===== config.mk =====
export PLATFORM = sky130hd
export DESIGN_NAME = costas_loop_filter
export DESIGN_NICKNAME = d
export VERILOG_FILES = /design/src/rtl/costas_loop_filter_pkg.sv /design/src/rtl/costas_lock_detector.sv /design/src/rtl/costas_loop_filter.sv
export SDC_FILE = /design/constraint.sdc
export NUM_CORES = 1
export LEC_CHECK = 0
export CAP_MARGIN = 20
export CORE_MARGIN = 2
export CORE_UTILIZATION = 45
export CTS_BUF_LIST = sky130_fd_sc_hd__clkbuf_4 sky130_fd_sc_hd__clkbuf_8
export DETAILED_ROUTE_END_ITERATION = 6
export MAX_ROUTING_LAYER = met4
export PLACE_DENSITY = 0.7
export RECOVER_POWER = 25
export SLEW_MARGIN = 15
export SYNTH_ARGS = -nofsm -noshare
export SYNTH_HDL_FRONTEND = slang
export SYNTH_SLANG_ARGS = --single-unit

===== constraint.sdc =====
create_clock -name clk -period 9.4 [get_ports clk]
set_clock_uncertainty 0.05 [all_clocks]
set_input_delay 1.41 -clock clk [delete_from_list [all_inputs] [get_ports clk]]
set_output_delay 1.41 -clock clk [all_outputs]
set_load 0.02 [all_outputs]

===== src/rtl/costas_loop_filter_pkg.sv =====
// Shared types and helpers for the Costas loop filter: detector modes, lock FSM
// states and a generic signed saturation function.
package costas_loop_filter_pkg;

  typedef enum logic {
    PdProduct = 1'b0,
    PdSign    = 1'b1
  } pd_mode_e;

  typedef enum logic {
    StUnlocked = 1'b0,
    StLocked   = 1'b1
  } lock_state_e;

  // Working width for intermediate arithmetic; callers truncate the result.
  localparam int unsigned SatW = 64;

  function automatic logic signed [SatW-1:0] sat_s(input logic signed [SatW-1:0] v,
                                                   input int unsigned             w);
    logic signed [SatW-1:0] hi;
    logic signed [SatW-1:0] lo;
    hi = (64'sd1 <<< (w - 1)) - 64'sd1;
    lo = -(64'sd1 <<< (w - 1));
    if (v > hi) return hi;
    if (v < lo) return lo;
    return v;
  endfunction

endpackage


===== src/rtl/costas_lock_detector.sv =====
// Hysteretic lock detector: counts consecutive in-lock / out-of-lock phase
// error samples and toggles the registered lock flag.
module costas_lock_detector
  import costas_loop_filter_pkg::*;
#(
  parameter int unsigned       WIDTH        = 16,
  parameter logic [WIDTH-1:0]  LOCK_THRESH  = 16'd1024,
  parameter int unsigned       LOCK_COUNT   = 256,
  parameter int unsigned       UNLOCK_COUNT = 64
) (
  input  logic                    clk,
  input  logic                    rst,
  input  logic signed [WIDTH-1:0] err_i,
  input  logic                    err_valid_i,
  output logic                    locked_o
);

  localparam int unsigned InW  = $clog2(LOCK_COUNT + 1);
  localparam int unsigned OutW = $clog2(UNLOCK_COUNT + 1);

  lock_state_e      state_q;
  logic [InW-1:0]   cnt_in_q;
  logic [OutW-1:0]  cnt_out_q;
  logic [WIDTH-1:0] mag;
  logic             in_lock;

  // |err| with the most negative code pinned to the most positive one.
  always_comb begin
    if (!err_i[WIDTH-1]) begin
      mag = err_i;
    end else if (err_i == {1'b1, {(WIDTH-1){1'b0}}}) begin
      mag = {1'b0, {(WIDTH-1){1'b1}}};
    end else begin
      mag = WIDTH'(-err_i);
    end
    in_lock = (mag < LOCK_THRESH);
  end

  always_ff @(posedge clk) begin
    if (rst) begin
      state_q   <= StUnlocked;
      cnt_in_q  <= '0;
      cnt_out_q <= '0;
      locked_o  <= 1'b0;
    end else if (err_valid_i) begin
      unique case (state_q)
        StUnlocked: begin
          if (!in_lock) begin
            cnt_in_q <= '0;
          end else if (cnt_in_q == InW'(LOCK_COUNT - 1)) begin
            state_q  <= StLocked;
            locked_o <= 1'b1;
            cnt_in_q <= '0;
          end else if (cnt_in_q != '1) begin
            cnt_in_q <= cnt_in_q + 1'b1;
          end
        end
        StLocked: begin
          if (in_lock) begin
            cnt_out_q <= '0;
          end else if (cnt_out_q == OutW'(UNLOCK_COUNT - 1)) begin
            state_q   <= StUnlocked;
            locked_o  <= 1'b0;
            cnt_out_q <= '0;
          end else if (cnt_out_q != '1) begin
            cnt_out_q <= cnt_out_q + 1'b1;
          end
        end
        default: state_q <= StUnlocked;
      endcase
    end
  end

endmodule


===== src/rtl/costas_loop_filter.sv =====
// Costas loop filter: phase detector, PI filter with saturating integrator and
// lock detector; three-stage valid-only pipeline feeding the NCO phase stage.
module costas_loop_filter
  import costas_loop_filter_pkg::*;
#(
  parameter int unsigned      WIDTH        = 16,
  parameter int unsigned      ACC_WIDTH    = 24,
  parameter logic [WIDTH-1:0] LOCK_THRESH  = 16'd1024,
  parameter int unsigned      LOCK_COUNT   = 256,
  parameter int unsigned      UNLOCK_COUNT = 64
) (
  input  logic                    clk,
  input  logic                    rst,
  input  logic                    PD_MODE,
  input  logic [3:0]              KP_SHIFT,
  input  logic [3:0]              KI_SHIFT,
  input  logic                    integ_clear,
  input  logic signed [WIDTH-1:0] iq_tdata_i,
  input  logic signed [WIDTH-1:0] iq_tdata_q,
  input  logic                    iq_tvalid,
  output logic signed [WIDTH-1:0] feedback_tdata,
  output logic                    feedback_tvalid,
  output logic                    locked
);

  logic signed [2*WIDTH-1:0]   prod;
  logic signed [SatW-1:0]      pd_raw;
  logic signed [WIDTH-1:0]     err_d, err_q;
  logic                        s1_vld_q;

  logic signed [ACC_WIDTH-1:0] prop_d, prop_q;
  logic signed [ACC_WIDTH-1:0] integ_d, integ_q;
  logic                        s2_vld_q;

  logic signed [WIDTH-1:0]     fb_d;

  // S1: phase detector
  always_comb begin
    prod = iq_tdata_i * iq_tdata_q;
    if (pd_mode_e'(PD_MODE) == PdSign) begin
      if (iq_tdata_i[WIDTH-1]) begin
        pd_raw = -SatW'(iq_tdata_q);
      end else begin
        pd_raw = SatW'(iq_tdata_q);
      end
    end else begin
      pd_raw = SatW'(prod >>> (WIDTH - 1));
    end
    err_d = WIDTH'(sat_s(pd_raw, WIDTH));
  end

  always_ff @(posedge clk) begin
    if (rst) begin
      err_q    <= '0;
      s1_vld_q <= 1'b0;
    end else begin
      s1_vld_q <= iq_tvalid;
      if (iq_tvalid) err_q <= err_d;
    end
  end

  // S2: proportional term and integrator; a clear wins over an update.
  always_comb begin
    prop_d  = ACC_WIDTH'(err_q >>> KP_SHIFT);
    integ_d = integ_q;
    if (integ_clear) begin
      integ_d = '0;
    end else if (s1_vld_q) begin
      integ_d = ACC_WIDTH'(sat_s(SatW'(integ_q) + SatW'(err_q >>> KI_SHIFT), ACC_WIDTH));
    end
  end

  always_ff @(posedge clk) begin
    if (rst) begin
      prop_q   <= '0;
      integ_q  <= '0;
      s2_vld_q <= 1'b0;
    end else begin
      s2_vld_q <= s1_vld_q;
      integ_q  <= integ_d;
      if (s1_vld_q) prop_q <= prop_d;
    end
  end

  // S3: output uses the integrator value already updated by this sample.
  always_comb begin
    fb_d = WIDTH'(sat_s(sat_s(SatW'(prop_q) + SatW'(integ_q), ACC_WIDTH), WIDTH));
  end

  always_ff @(posedge clk) begin
    if (rst) begin
      feedback_tdata  <= '0;
      feedback_tvalid <= 1'b0;
    end else begin
      feedback_tvalid <= s2_vld_q;
      if (s2_vld_q) feedback_tdata <= fb_d;
    end
  end

  costas_lock_detector #(
    .WIDTH        (WIDTH),
    .LOCK_THRESH  (LOCK_THRESH),
    .LOCK_COUNT   (LOCK_COUNT),
    .UNLOCK_COUNT (UNLOCK_COUNT)
  ) u_lock (
    .clk         (clk),
    .rst         (rst),
    .err_i       (err_q),
    .err_valid_i (s1_vld_q),
    .locked_o    (locked)
  );

endmodule


==> results.sh <==
export IMPL_grt_pass1_vias=15720
export IMPL_core_region_area_um2=40830
export IMPL_initial_core_util_pct=45.69
export IMPL_rsz0062_at_grt="no"
export IMPL_crit_required_ps=9440
export IMPL_hold_slack_ps=424.9
export IMPL_hold_viol=0
export IMPL_ys_types=83
export IMPL_violations="capacitance limit, slew limit"
export IMPL_die_x_um=207.6
export IMPL_grt_pass1_wl_um=77400
export IMPL_clockBufferDepth=2
export IMPL_syn_area_um2=18650
export IMPL_pre_cts_ws_ps=489.5
export IMPL_synth_xor_area_share_pct=3.454
export IMPL_met3_usage_pct=2.330
export IMPL_ant_nets=0
export IMPL_critPathCaptureType="flip-flop"
export IMPL_synth_fa_ha_area_share_pct=38.98
export IMPL_grtUsageMet2_pct=36.36
export IMPL_ys_flop_type="dfxtp_1"
export IMPL_hpwl_um=36940
export IMPL_grt_use_total_pct=22.25
export IMPL_period_minus_slack_ps=8605
export IMPL_fmax_mhz=116.2
export IMPL_cts_htree_levels=3
export IMPL_synth_top_family_by_area="adder cells"
export IMPL_cap_viol_max_count=1
export IMPL_first_pass_iters=5
export IMPL_hold_start="u_lock.cnt_in_q[8]$_SDFFE_PP0P_"
export IMPL_portBuffers=62
export IMPL_antenna_found_initial=4
export IMPL_drv_slew=79
export IMPL_syn_inst=2250
export IMPL_yosysWarningCount=0
export IMPL_nets=2698
export IMPL_cts_buffers_inserted=9
export IMPL_num_io_pins=63
export IMPL_synth_nets=2713
export IMPL_synthSimpleGateAreaFrac_pct=17.72
export IMPL_gp_congestion=0.9077
export IMPL_gr_total_overflow=0
export IMPL_cts_sinks=93
export IMPL_yosysTopAreaCell="fa_1"
export IMPL_wirelength_um=45790
export IMPL_worst_pin_slew_ps=3456
export IMPL_status="finished, violations left"
export IMPL_rows=74
export IMPL_cts_resized=0
export IMPL_ys_seq_area_share_pct=9.981
export IMPL_die_h_um=207.6
export IMPL_critPathMaxFanout=16
export IMPL_hold_path_class="reg2reg"
export IMPL_crit_type="in2reg"
export IMPL_setup_viol=0
export IMPL_tns_ps=0
export IMPL_dr_total_vias=15563
export IMPL_cts_tree="built"
export IMPL_period_share_pct=91.54
export IMPL_synth_top_cell_area_share_pct=29.19
export IMPL_grt_max_degree=79
export IMPL_syn2layout_area_growth_pct=6.660
export IMPL_yosys_top_cells_area="fa_1 29%, dfxtp_1 10%, ha_1 9.8%"
export IMPL_cts_root_buf="clkbuf_8"
export IMPL_clk_pin_slew_ps=100
export IMPL_cts_hold_buf=0
export IMPL_syn_mean_instance_area_um2=8.291
export IMPL_crit_path_start="iq_tdata_i[15]"
export IMPL_synth_compound_area_share_pct=16.62
export IMPL_start_kind="primary input"
export IMPL_remaining_drc_errors=0
export IMPL_ys_ff_latch=93
export IMPL_synthMuxAreaShare_pct=3.609
export IMPL_layout_drive_gt1_share_pct=4.334
export IMPL_vias_per_cell=5.610
export IMPL_die_area_um2=43100
export IMPL_clock_latency_ps=380
export IMPL_arrival_ps=8650
export IMPL_wl_per_cell_um=16.51
export IMPL_post_cts_buffers=0
export IMPL_async_flop_share_pct=0
export IMPL_post_route_util_pct=48.73
export IMPL_dr_first_iter_drc_count=1070
export IMPL_use_met1_pct=29.74
export IMPL_worstReg2RegStart="err_q[13]$_SDFFE_PP0P_"
export IMPL_synth_edf_count=0
export IMPL_setup_slack_ps=795.1
export IMPL_grt_busiest_layer="met2"
export IMPL_slew_headroom_pct=-130.4
==> through the flow <==
step	instance area [µm²]	cells
after floorplan	18650	2250
after global placement	19690	2755
after detailed placement	19700	2756
after CTS	19890	2770
after global routing	19900	2774
final	19900	2774
==> cell families after synthesis <==
group / count (synthesis)
and+or+nand+nor: 670
AOI/OAI and AO/OA: 475
buffers and inverters: 470
muxes: 52
adders and majority gates: 418
DFF: 93
xor gates and xnor gates: 72
==> layout make-up <==
cell class / instances / area, µm²
Antenna cell: 4 / 10.01
Clock buffer: 11 / 145.1
Sequential cell: 93 / 1863
Tap cell: 532 / 665.6
Timing Repair Buffer: 95 / 859.6
Multi-Input combinational cell: 1687 / 15000
Clock inverter: 3 / 47.55
Fill cell: 3905 / 20940
Inverter: 349 / 1310
==> critical path, stage by stage <==
cell             delay, ps
clkdlybuf4s50_1        620
buf_4                  300
and2_1                 170
fa_1                   680
inv_1                  160
fa_1                   550
inv_1                   50
fa_1                   520
fa_1                   440
fa_1                   540
inv_1                   50
fa_1                   530
inv_1                   40
ha_1                   360
a21o_1                 180
a21oi_1                120
o21ai_0                150
a22oi_1                320
a21oi_1                150
nor4_1                 350
nor3_1                 140
o31ai_4                620
a211oi_1               170
==> flip-flops by register name, indices dropped and copies added (netlist names), 7 cells and up <==
| register | flops |
|---|---|
| err_q | 16 |
| u_lock.cnt_out_q | 7 |
| prop_q | 16 |
| feedback_tdata | 16 |
| u_lock.cnt_in_q | 9 |
| integ_q | 24 |
==> Yosys cell counts, types with 12 or more instances <==
| cell | number |
|---|---|
| inv_1 | 347 |
| fa_1 | 272 |
| nand2_1 | 204 |
| nor2_1 | 154 |
| ha_1 | 146 |
| o21ai_0 | 130 |
| a21oi_1 | 123 |
| and2_1 | 117 |
| clkbuf_1 | 98 |
| dfxtp_1 | 93 |
| a21o_1 | 39 |
| xnor2_1 | 39 |
| xor2_1 | 32 |
| a211oi_1 | 30 |
| mux2i_1 | 29 |
| nor3_1 | 25 |
| o211ai_1 | 24 |
| nand3_1 | 21 |
| or3_1 | 21 |
| nand4_1 | 20 |
| nor4_1 | 18 |
| nand2b_1 | 17 |
| nor2b_1 | 16 |
| and3_1 | 15 |
| o32ai_1 | 15 |
| o21bai_1 | 14 |
| o31ai_1 | 14 |
| o21a_1 | 13 |
| a31oi_1 | 12 |
| mux2_2 | 12 |
==> placed cells by master, fill, tap and decap left out, types with 16 or more instances in the layout <==
cell / instances
clkdlybuf4s50_1: 51
nor3_1: 25
xnor2_1: 39
a211oi_1: 30
o21ai_0: 130
nor2b_1: 16
nand2b_1: 17
buf_4: 32
nand3_1: 21
dfxtp_1: 92
a21o_1: 39
a21oi_1: 123
nor2_1: 154
mux2i_1: 29
nor4_1: 18
or3_1: 21
ha_1: 146
nand2_1: 204
nand4_1: 20
xor2_1: 32
o211ai_1: 24
and2_1: 117
inv_1: 347
fa_1: 272
==> metal layers <==
metal | part of all wire [%] | wire [µm]
met2 | 48 | 21970
met3 | 4.9 | 2255
met1 | 45 | 20840
met4 | 1.6 | 732
met5 | 0 | 0
==> path summary, 6_finish.rpt <==
| kind | cells after the start | slack, ps | end |
|---|---|---|---|
| setup / recovery | 23 | 800 | err_q[10]$_SDFFE_PP0P_ |
| setup reg to reg | 24 | 2730 | integ_q[10]$_SDFFE_PP0P_ |
| hold / removal | 2 | 420 | u_lock.cnt_in_q[8]$_SDFFE_PP0P_ |
| hold reg to reg | 2 | 420 | u_lock.cnt_in_q[8]$_SDFFE_PP0P_ |
Power is left out: the tool's default activity adds up to more than one toggle a clock period on the data nets, which glitch-free logic cannot reach.
